`src/rtl/l1a_fifo_writer.sv`:
```
// l1a_fifo_writer: queues accepted L1As and writes each as a 3/4-word record into the L1A FIFO.
module l1a_fifo_writer #(
    parameter int QDEPTH = 2,
    parameter int DCW    = 8
) (
    input  logic           clk_i,
    input  logic           rst_n_i,
    input  logic           l1a_i,
    input  logic [23:0]    l1a_num_i,
    input  logic [11:0]    bxn_i,
    input  logic           alct_flg_i,
    input  logic           tmb_flg_i,
    input  logic [4:0]     cfeb_mask_i,
    input  logic           fifo_full_i,
    output logic           fifo_we_o,
    output logic [15:0]    fifo_din_o,
    output logic           busy_o,
    output logic           l1a_drop_o,
    output logic [DCW-1:0] l1a_drop_cnt_o
);
    localparam int AW = $clog2(QDEPTH);
    localparam logic [AW:0] QFULL = (AW+1)'(QDEPTH);

    typedef struct packed {
        logic [23:0] num;
        logic [11:0] bxn;
        logic        alct;
        logic        tmb;
        logic [4:0]  mask;
    } ent_t;

    typedef enum logic [2:0] {IDLE, WR_B4, WR_L1L, WR_L1H, WR_B5} st_t;

    st_t            state_q, state_d;
    ent_t           mem_q [QDEPTH];
    ent_t           rec_q, head;
    logic [AW-1:0]  wp_q, rp_q;
    logic [AW:0]    cnt_q;
    logic [15:0]    dout_q, dout_d;
    logic           drop_q;
    logic [DCW-1:0] drop_cnt_q;
    logic           q_empty, q_full, push, drop, pop;

    function automatic logic [15:0] b4_word(input ent_t e);
        return {4'hB, e.alct | e.tmb, e.mask, e.alct, e.tmb, 4'h0};
    endfunction

    assign head    = mem_q[rp_q];
    assign q_empty = cnt_q == '0;
    assign q_full  = cnt_q == QFULL;
    assign push    = l1a_i && !q_full;
    assign drop    = l1a_i && q_full;

    always_ff @(posedge clk_i) begin
        if (push) mem_q[wp_q] <= '{l1a_num_i, bxn_i, alct_flg_i, tmb_flg_i, cfeb_mask_i};
    end

    always_ff @(posedge clk_i) begin
        if (!rst_n_i) begin
            wp_q       <= '0;
            rp_q       <= '0;
            cnt_q      <= '0;
            state_q    <= IDLE;
            rec_q      <= '0;
            dout_q     <= '0;
            drop_q     <= 1'b0;
            drop_cnt_q <= '0;
        end else begin
            wp_q       <= push ? wp_q + 1'b1 : wp_q;
            rp_q       <= pop ? rp_q + 1'b1 : rp_q;
            cnt_q      <= cnt_q + {{AW{1'b0}}, push} - {{AW{1'b0}}, pop};
            state_q    <= state_d;
            rec_q      <= pop ? head : rec_q;
            dout_q     <= dout_d;
            drop_q     <= drop;
            drop_cnt_q <= (drop && drop_cnt_q != {DCW{1'b1}}) ? drop_cnt_q + 1'b1 : drop_cnt_q;
        end
    end

    // Every state transition out of a write state is gated by a completed (unstalled) write.
    always_comb begin
        state_d = state_q;
        dout_d  = dout_q;
        pop     = 1'b0;
        case (state_q)
            IDLE: if (!q_empty) begin
                pop     = 1'b1;
                state_d = WR_B4;
                dout_d  = b4_word(head);
            end
            WR_B4: if (!fifo_full_i) begin
                state_d = WR_L1L;
                dout_d  = {4'hC, rec_q.num[11:0]};
            end
            WR_L1L: if (!fifo_full_i) begin
                state_d = WR_L1H;
                dout_d  = {4'hD, rec_q.num[23:12]};
            end
            WR_L1H: if (!fifo_full_i) begin
                if (rec_q.alct || rec_q.tmb) begin
                    state_d = WR_B5;
                    dout_d  = {4'hE, rec_q.bxn};
                end else if (!q_empty) begin
                    pop     = 1'b1;
                    state_d = WR_B4;
                    dout_d  = b4_word(head);
                end else begin
                    state_d = IDLE;
                end
            end
            WR_B5: if (!fifo_full_i) begin
                if (!q_empty) begin
                    pop     = 1'b1;
                    state_d = WR_B4;
                    dout_d  = b4_word(head);
                end else begin
                    state_d = IDLE;
                end
            end
            default: state_d = IDLE;
        endcase
    end

    assign fifo_we_o      = rst_n_i && state_q != IDLE && !fifo_full_i;
    assign fifo_din_o     = dout_q;
    assign busy_o         = state_q != IDLE || !q_empty;
    assign l1a_drop_o     = drop_q;
    assign l1a_drop_cnt_o = drop_cnt_q;
endmodule

```
`config.mk`:
```
export PLATFORM = sky130hd
export DESIGN_NAME = l1a_fifo_writer
export DESIGN_NICKNAME = d
export VERILOG_FILES = /design/src/rtl/l1a_fifo_writer.sv
export SDC_FILE = /design/constraint.sdc
export NUM_CORES = 1
export LEC_CHECK = 0
export ABC_CLOCK_PERIOD_IN_PS = 4850
export CAP_MARGIN = 10
export CORE_MARGIN = 8
export CORE_UTILIZATION = 40
export CTS_CLUSTER_DIAMETER = 150
export DETAILED_ROUTE_END_ITERATION = 16
export GPL_TIMING_DRIVEN = 0
export PLACE_DENSITY = 0.64
export SLEW_MARGIN = 20
export SYNTH_ARGS = -nofsm -noshare
export SYNTH_HDL_FRONTEND = slang
export SYNTH_SLANG_ARGS = --single-unit
```
`constraint.sdc`:
```
create_clock -name clk_i -period 4.85 [get_ports clk_i]
set_input_delay 0.485 -clock clk_i [delete_from_list [all_inputs] [get_ports clk_i]]
set_output_delay 0.485 -clock clk_i [all_outputs]
set_load 0.01 [all_outputs]
```
# Word level (Yosys, flattened, before mapping)
# Memory sizes are Yosys's and may differ from the RTL's. A register that Yosys moved wholly into a read port is not among the register bits.
# Cells that the tools add are included.
# W data, S select, Z words.
# op_classes
addsub,5
n_eq_ne,11
mux,24
bitwise_logic,1
reduce_logical,16
# op_table
cell,n
$mux W16,6
$pmux W16 S5,1
$mux W3,6
$pmux W3 S5,1
$ne A2 B2 Y1 const B,5
$reduce_and A5 Y1,2
$mux W1,9
$add A8 B1 Y8 const B,1
$ne A8 B8 Y1 const B,1
$eq A3 B2 Y1 const B,2
$logic_and A1 B1 Y1,5
$reduce_bool A5 Y1,1
$eq A3 B1 Y1 const B,1
$eq A3 B3 Y1 const B,1
$logic_not A1 Y1,3
$logic_not A3 Y1,1
$pmux W1 S3,1
$reduce_bool A3 Y1,1
$add A1 B1 Y1 const B,2
$add A2 B1 Y2,1
$eq A2 B2 Y1 const B,1
$logic_not A2 Y1,1
$logic_or A1 B1 Y1,2
$sub A2 B1 Y2,1
$or A1 B1 Y1,1
# totals
regBits,70
ram_bits,86
output_inout_bits,27
wordCells,69
memories,1
# mem_list
memory,depth,word_bits,read_ports,rd_ports_with_merged_regs,wr,line_no,source
mem_q,2,43,1,1,1,35,ent_t mem_q [QDEPTH];

# Depth between registers and ports, before layout
# depth
ltp_word,7
depth_mapped,11
ltp_nobuf,9

# Least setup slack after synthesis
# OpenSTA, ideal clock, no wires.
# synth_path
path_type,flip-flop to flip-flop
from,register cnt_q[0]
to,"memory mem_q[0][0] (netlist name), enable pin"
t_arrival_ps,2393
required_time_ps,4407
setup_slack_ps,2014
stages_incl_launch_ff,4
n_path_buf,0
period_less_slack_ps,2836
path_cell_list,dfxtp_1 -> nand2b_1 -> nand2_1 -> nor2_1
# synth_via
elab_chain_len,5
# synth_rtl
item,line_no,source
from (decl),38,logic [AW:0] cnt_q;
from (signal assigned),71,"cnt_q <= cnt_q + {{AW{1'b0}}, push} - {{AW{1'b0}}, pop};"
$eq A2 B2 Y1,50,assign q_full = cnt_q == QFULL;
$logic_not A1 Y1,51,assign push = l1a_i && !q_full;
$logic_and A1 B1 Y1,51,
$mux W1,55,"if (push) mem_q[wp_q] <= '{l1a_num_i, bxn_i, alct_flg_i, tmb_flg_i, cfeb_mask_i};"
$mux W1 (implied by the code),55,
to (decl),35,
# Every way passes these cells.

# Worst setup path in the final report
# layout_path
from,input port rst_n_i
to,output port fifo_we_o
# layout_via
elab_chain_len,2
# layout_rtl
item,line_no,source
from (decl),7,"input logic rst_n_i,"
$logic_and A1 B1 Y1 (2 in a row),124,assign fifo_we_o = rst_n_i && state_q != IDLE && !fifo_full_i;
to (decl),15,"output logic fifo_we_o,"
# Every way passes these cells.

==> out/metrics.cfg <==
[final_layout]
area.sequential_um2 = 4004
finish.net_count = 619
utilization = 0.5063
filler_instances = 1411
share_of_cells_above_drive_strength_1 = 0.1718
antennaDiodeCount = 0
final_cells = 798
multi_input_comb_area_um2 = 2163
area_growth_pct = 25.07

[critical_path]
cp_data_required_time_ps = 4370
path_delay_family = buffers and inverters
path_cells = clkdlybuf4s50_1 -> inv_1 -> clkbuf_1 -> buf_1 -> nor3_1 -> clkdlybuf4s50_1
critical_path.n_buffers_inverters = 5
cp-startpoint = rst_n_i
timing.critical_path.arrival_ps = 2900
critical_path.startpoint_type = input pin
critical_path.slowest_cell = sky130_fd_sc_hd__clkdlybuf4s50_1
reg2reg_from = state_q[1]
cp_common_cell = sky130_fd_sc_hd__clkdlybuf4s50_1
critical-path-max-stage-delay_ps = 590
critical_path_class = input pin to primary output
worst-path-max-fanout = 10
critical_path.endpoint_type = primary output

[route]
route.antenna.remaining_nets = 0
vias = 4250
drt_iter0_markers = 331
detailroute.wirelength.met2_um = 7215
vias_per_cell = 5.326
routedWlPerCell_um = 18.76
wirelength_um = 14970
detailroute.wirelength.met3_um = 786
met1Wirelength_um = 6586
highest-signal-layer = met4
detail_route.drc_violations = 0
drt-pass1-iter-count = 7

[clocking]
clkLatencyLatePin_ps = 420
numClockSinks = 157
htree_num_levels = 4
postCtsHoldBufs = 0
clock_tree.root_cell = sky130_fd_sc_hd__clkbuf_16
cts-buffers-inserted = 17
buffer_depth_of_the_longest_clock_path = 2
post_cts_resized = 0
clk_transition_reported_paths_ps = 60
tritoncts = done
post-cts-setup-buffers = 0

[pwr]
p_leak_nw = 2.657
switching_share = 0.3379
flop_pwr_share = 0.412
powerDensity_nw_per_um2 = 607.4
switching_power_mw = 1.638
p_clk_frac = 0.257
cellInternalPower_mw = 3.211
combPwrFrac = 0.330
totalPowerFinal_mw = 4.849
vdd_ir_drop_max_mv = 0.2925

[synth]
synth_seq_area_share = 0.6272
syn_area_um2 = 6384
synth.largest_area_cell = sky130_fd_sc_hd__edfxtp_1
synth.top_cells.by_count = sky130_fd_sc_hd__edfxtp_1 (86), sky130_fd_sc_hd__dfxtp_1 (71), sky130_fd_sc_hd__mux2i_1 (43)
postSynth.topFlopCell = sky130_fd_sc_hd__edfxtp_1
synth_async_sr_flop_share = 0
ys.warnings.count = 0
mean_area_per_synthesized_cell_um2 = 13.44
synthesized_net_count = 525
synth-edff-count = 86
yosys.area.top_type_share = 0.4045
synth.most_common_cell = sky130_fd_sc_hd__edfxtp_1
postSynthCellCount = 475
library_cells_used_by_synthesis = 70
synth.ff_latch_count = 157
yosys-top-cells-area = sky130_fd_sc_hd__edfxtp_1 (40%), sky130_fd_sc_hd__dfxtp_1 (22%), sky130_fd_sc_hd__mux2i_1 (6.7%)

[place]
dp_hpwl_um = 10830
port_buffers = 73
placed_cells_incl_taps = 766
gp_routability_congestion = 0.8257

[floorplanning]
row_count = 46
design.die.area_um2 = 20260
core_area_um2 = 15770
total_i_o_pin_count = 74
start_util = 0.4048
dieWidth_um = 142.3
die_y_um = 142.3

[global_route]
grt_usage = 0.1517
grt_max_degree = 26
antenna_found_initial = 0
via_count_of_the_first_global_routing_pass = 4362
grt_pass1_wl_um = 23410
globalRoute.totalOverflow = 0

[timing]
setup_repair_after_global_routing_missed_its_margin = false
drv_slew = 0
worst-slew-pin-transition_ps = 726.0
hold_viol_final = 0
layout_min_cycle_time_ps = 3384
timing.final.crit_share = 0.6978
setup_viol = 0
tns_ps = 0
timing.fmax_mhz = 295.5
max_slew_margin = 0.5160
clock_skew_ps = 7.428
fin_hold_ws_ps = 469.6

[job]
drv.max_cap_violation_count = 0

[worst_hold_path]
timing.hold.worst.start = fifo_din_o[15]
hp-class = flip-flop to flip-flop

[outcome]
status = finished clean

==> path summary, 6_finish.rpt <==
| kind | end | slack [ps] | depth (start not counted) |
|---|---|---|---|
| max | fifo_we_o | 1470 | 6 |
| min | fifo_din_o[15] | 470 | 1 |
| max reg2reg | cnt_q[1] | 2530 | 10 |
| min reg2reg | fifo_din_o[15] | 470 | 1 |
==> state kept, by name, indices dropped and copies added, names as in the netlist, 2 cells and up, named ones only <==
signal / flops
fifo_din_o: 16
mem_q: 86
cnt_q: 2
state_q: 3
rec_q: 38
l1a_drop_cnt_o: 8
==> power by group through the flow <==
stage | Clock (mW) | Combinational [mW] | Sequential, mW
final | 1.25 | 1.60 | 2.00
after global routing | 1.31 | 1.75 | 2.03
after CTS | 1.27 | 1.62 | 2.00
after detailed placement | 0 | 1.61 | 2.02
after global placement | 0 | 1.55 | 2.02
after floorplan | 0 | 1.12 | 1.97
==> kinds of logic (layout without fill, tap and decap cells) <==
| group | after synthesis | in the layout | synth area share |
|---|---|---|---|
| XOR/XNOR | 8 | 8 | 0.01097 |
| AO/OA/AOI/OAI | 140 | 140 | 0.1733 |
| adder cells (fa/ha/maj) | 3 | 3 | 0.005881 |
| multiplexers | 48 | 48 | 0.07624 |
| flip-flops | 157 | 157 | 0.6272 |
| buffers and inverters | 40 | 147 | 0.03528 |
| AND/OR/NAND/NOR | 79 | 79 | 0.07115 |
==> layer usage <==
metal | global-route usage | vias to the layer above
met5 | 0 | -
met4 | 0.07047 | 0
met3 | 0.04025 | 23
met2 | 0.2449 | 110
met1 | 0.1862 | 2079
li1 | - | 2038
==> final cells by class <==
cell class / instances / share of cell area
Inverter: 6 / 0.002821
Tap cell: 216 / 0.03385
Buffer: 34 / 0.02539
Sequential cell: 157 / 0.5015
Multi-Input combinational cell: 278 / 0.2710
Timing Repair Buffer: 75 / 0.09654
Clock buffer: 20 / 0.05736
Clock inverter: 12 / 0.01160
==> per-stage QoR <==
stage          area (um^2)  setup slack (ps)
6_report              7984              1466
5_1_grt               7984              1308
4_1_cts               7984              1457
3_5_place_dp          7433              1464
3_3_place_gp          7385             376.3
2_1_floorplan         6384              2014
==> layout by cell type, fill, tap and decap left out, drive strengths merged, types with 10 or more instances in the layout <==
cell type	n
dfxtp	71
clkdlybuf4s50	73
edfxtp	86
nand2	15
o21ai	10
nor2	22
mux2i	43
buf	29
clkbuf	27
a211oi	40
a21oi	51
Note: power is estimated with default switching activity, not from simulation.
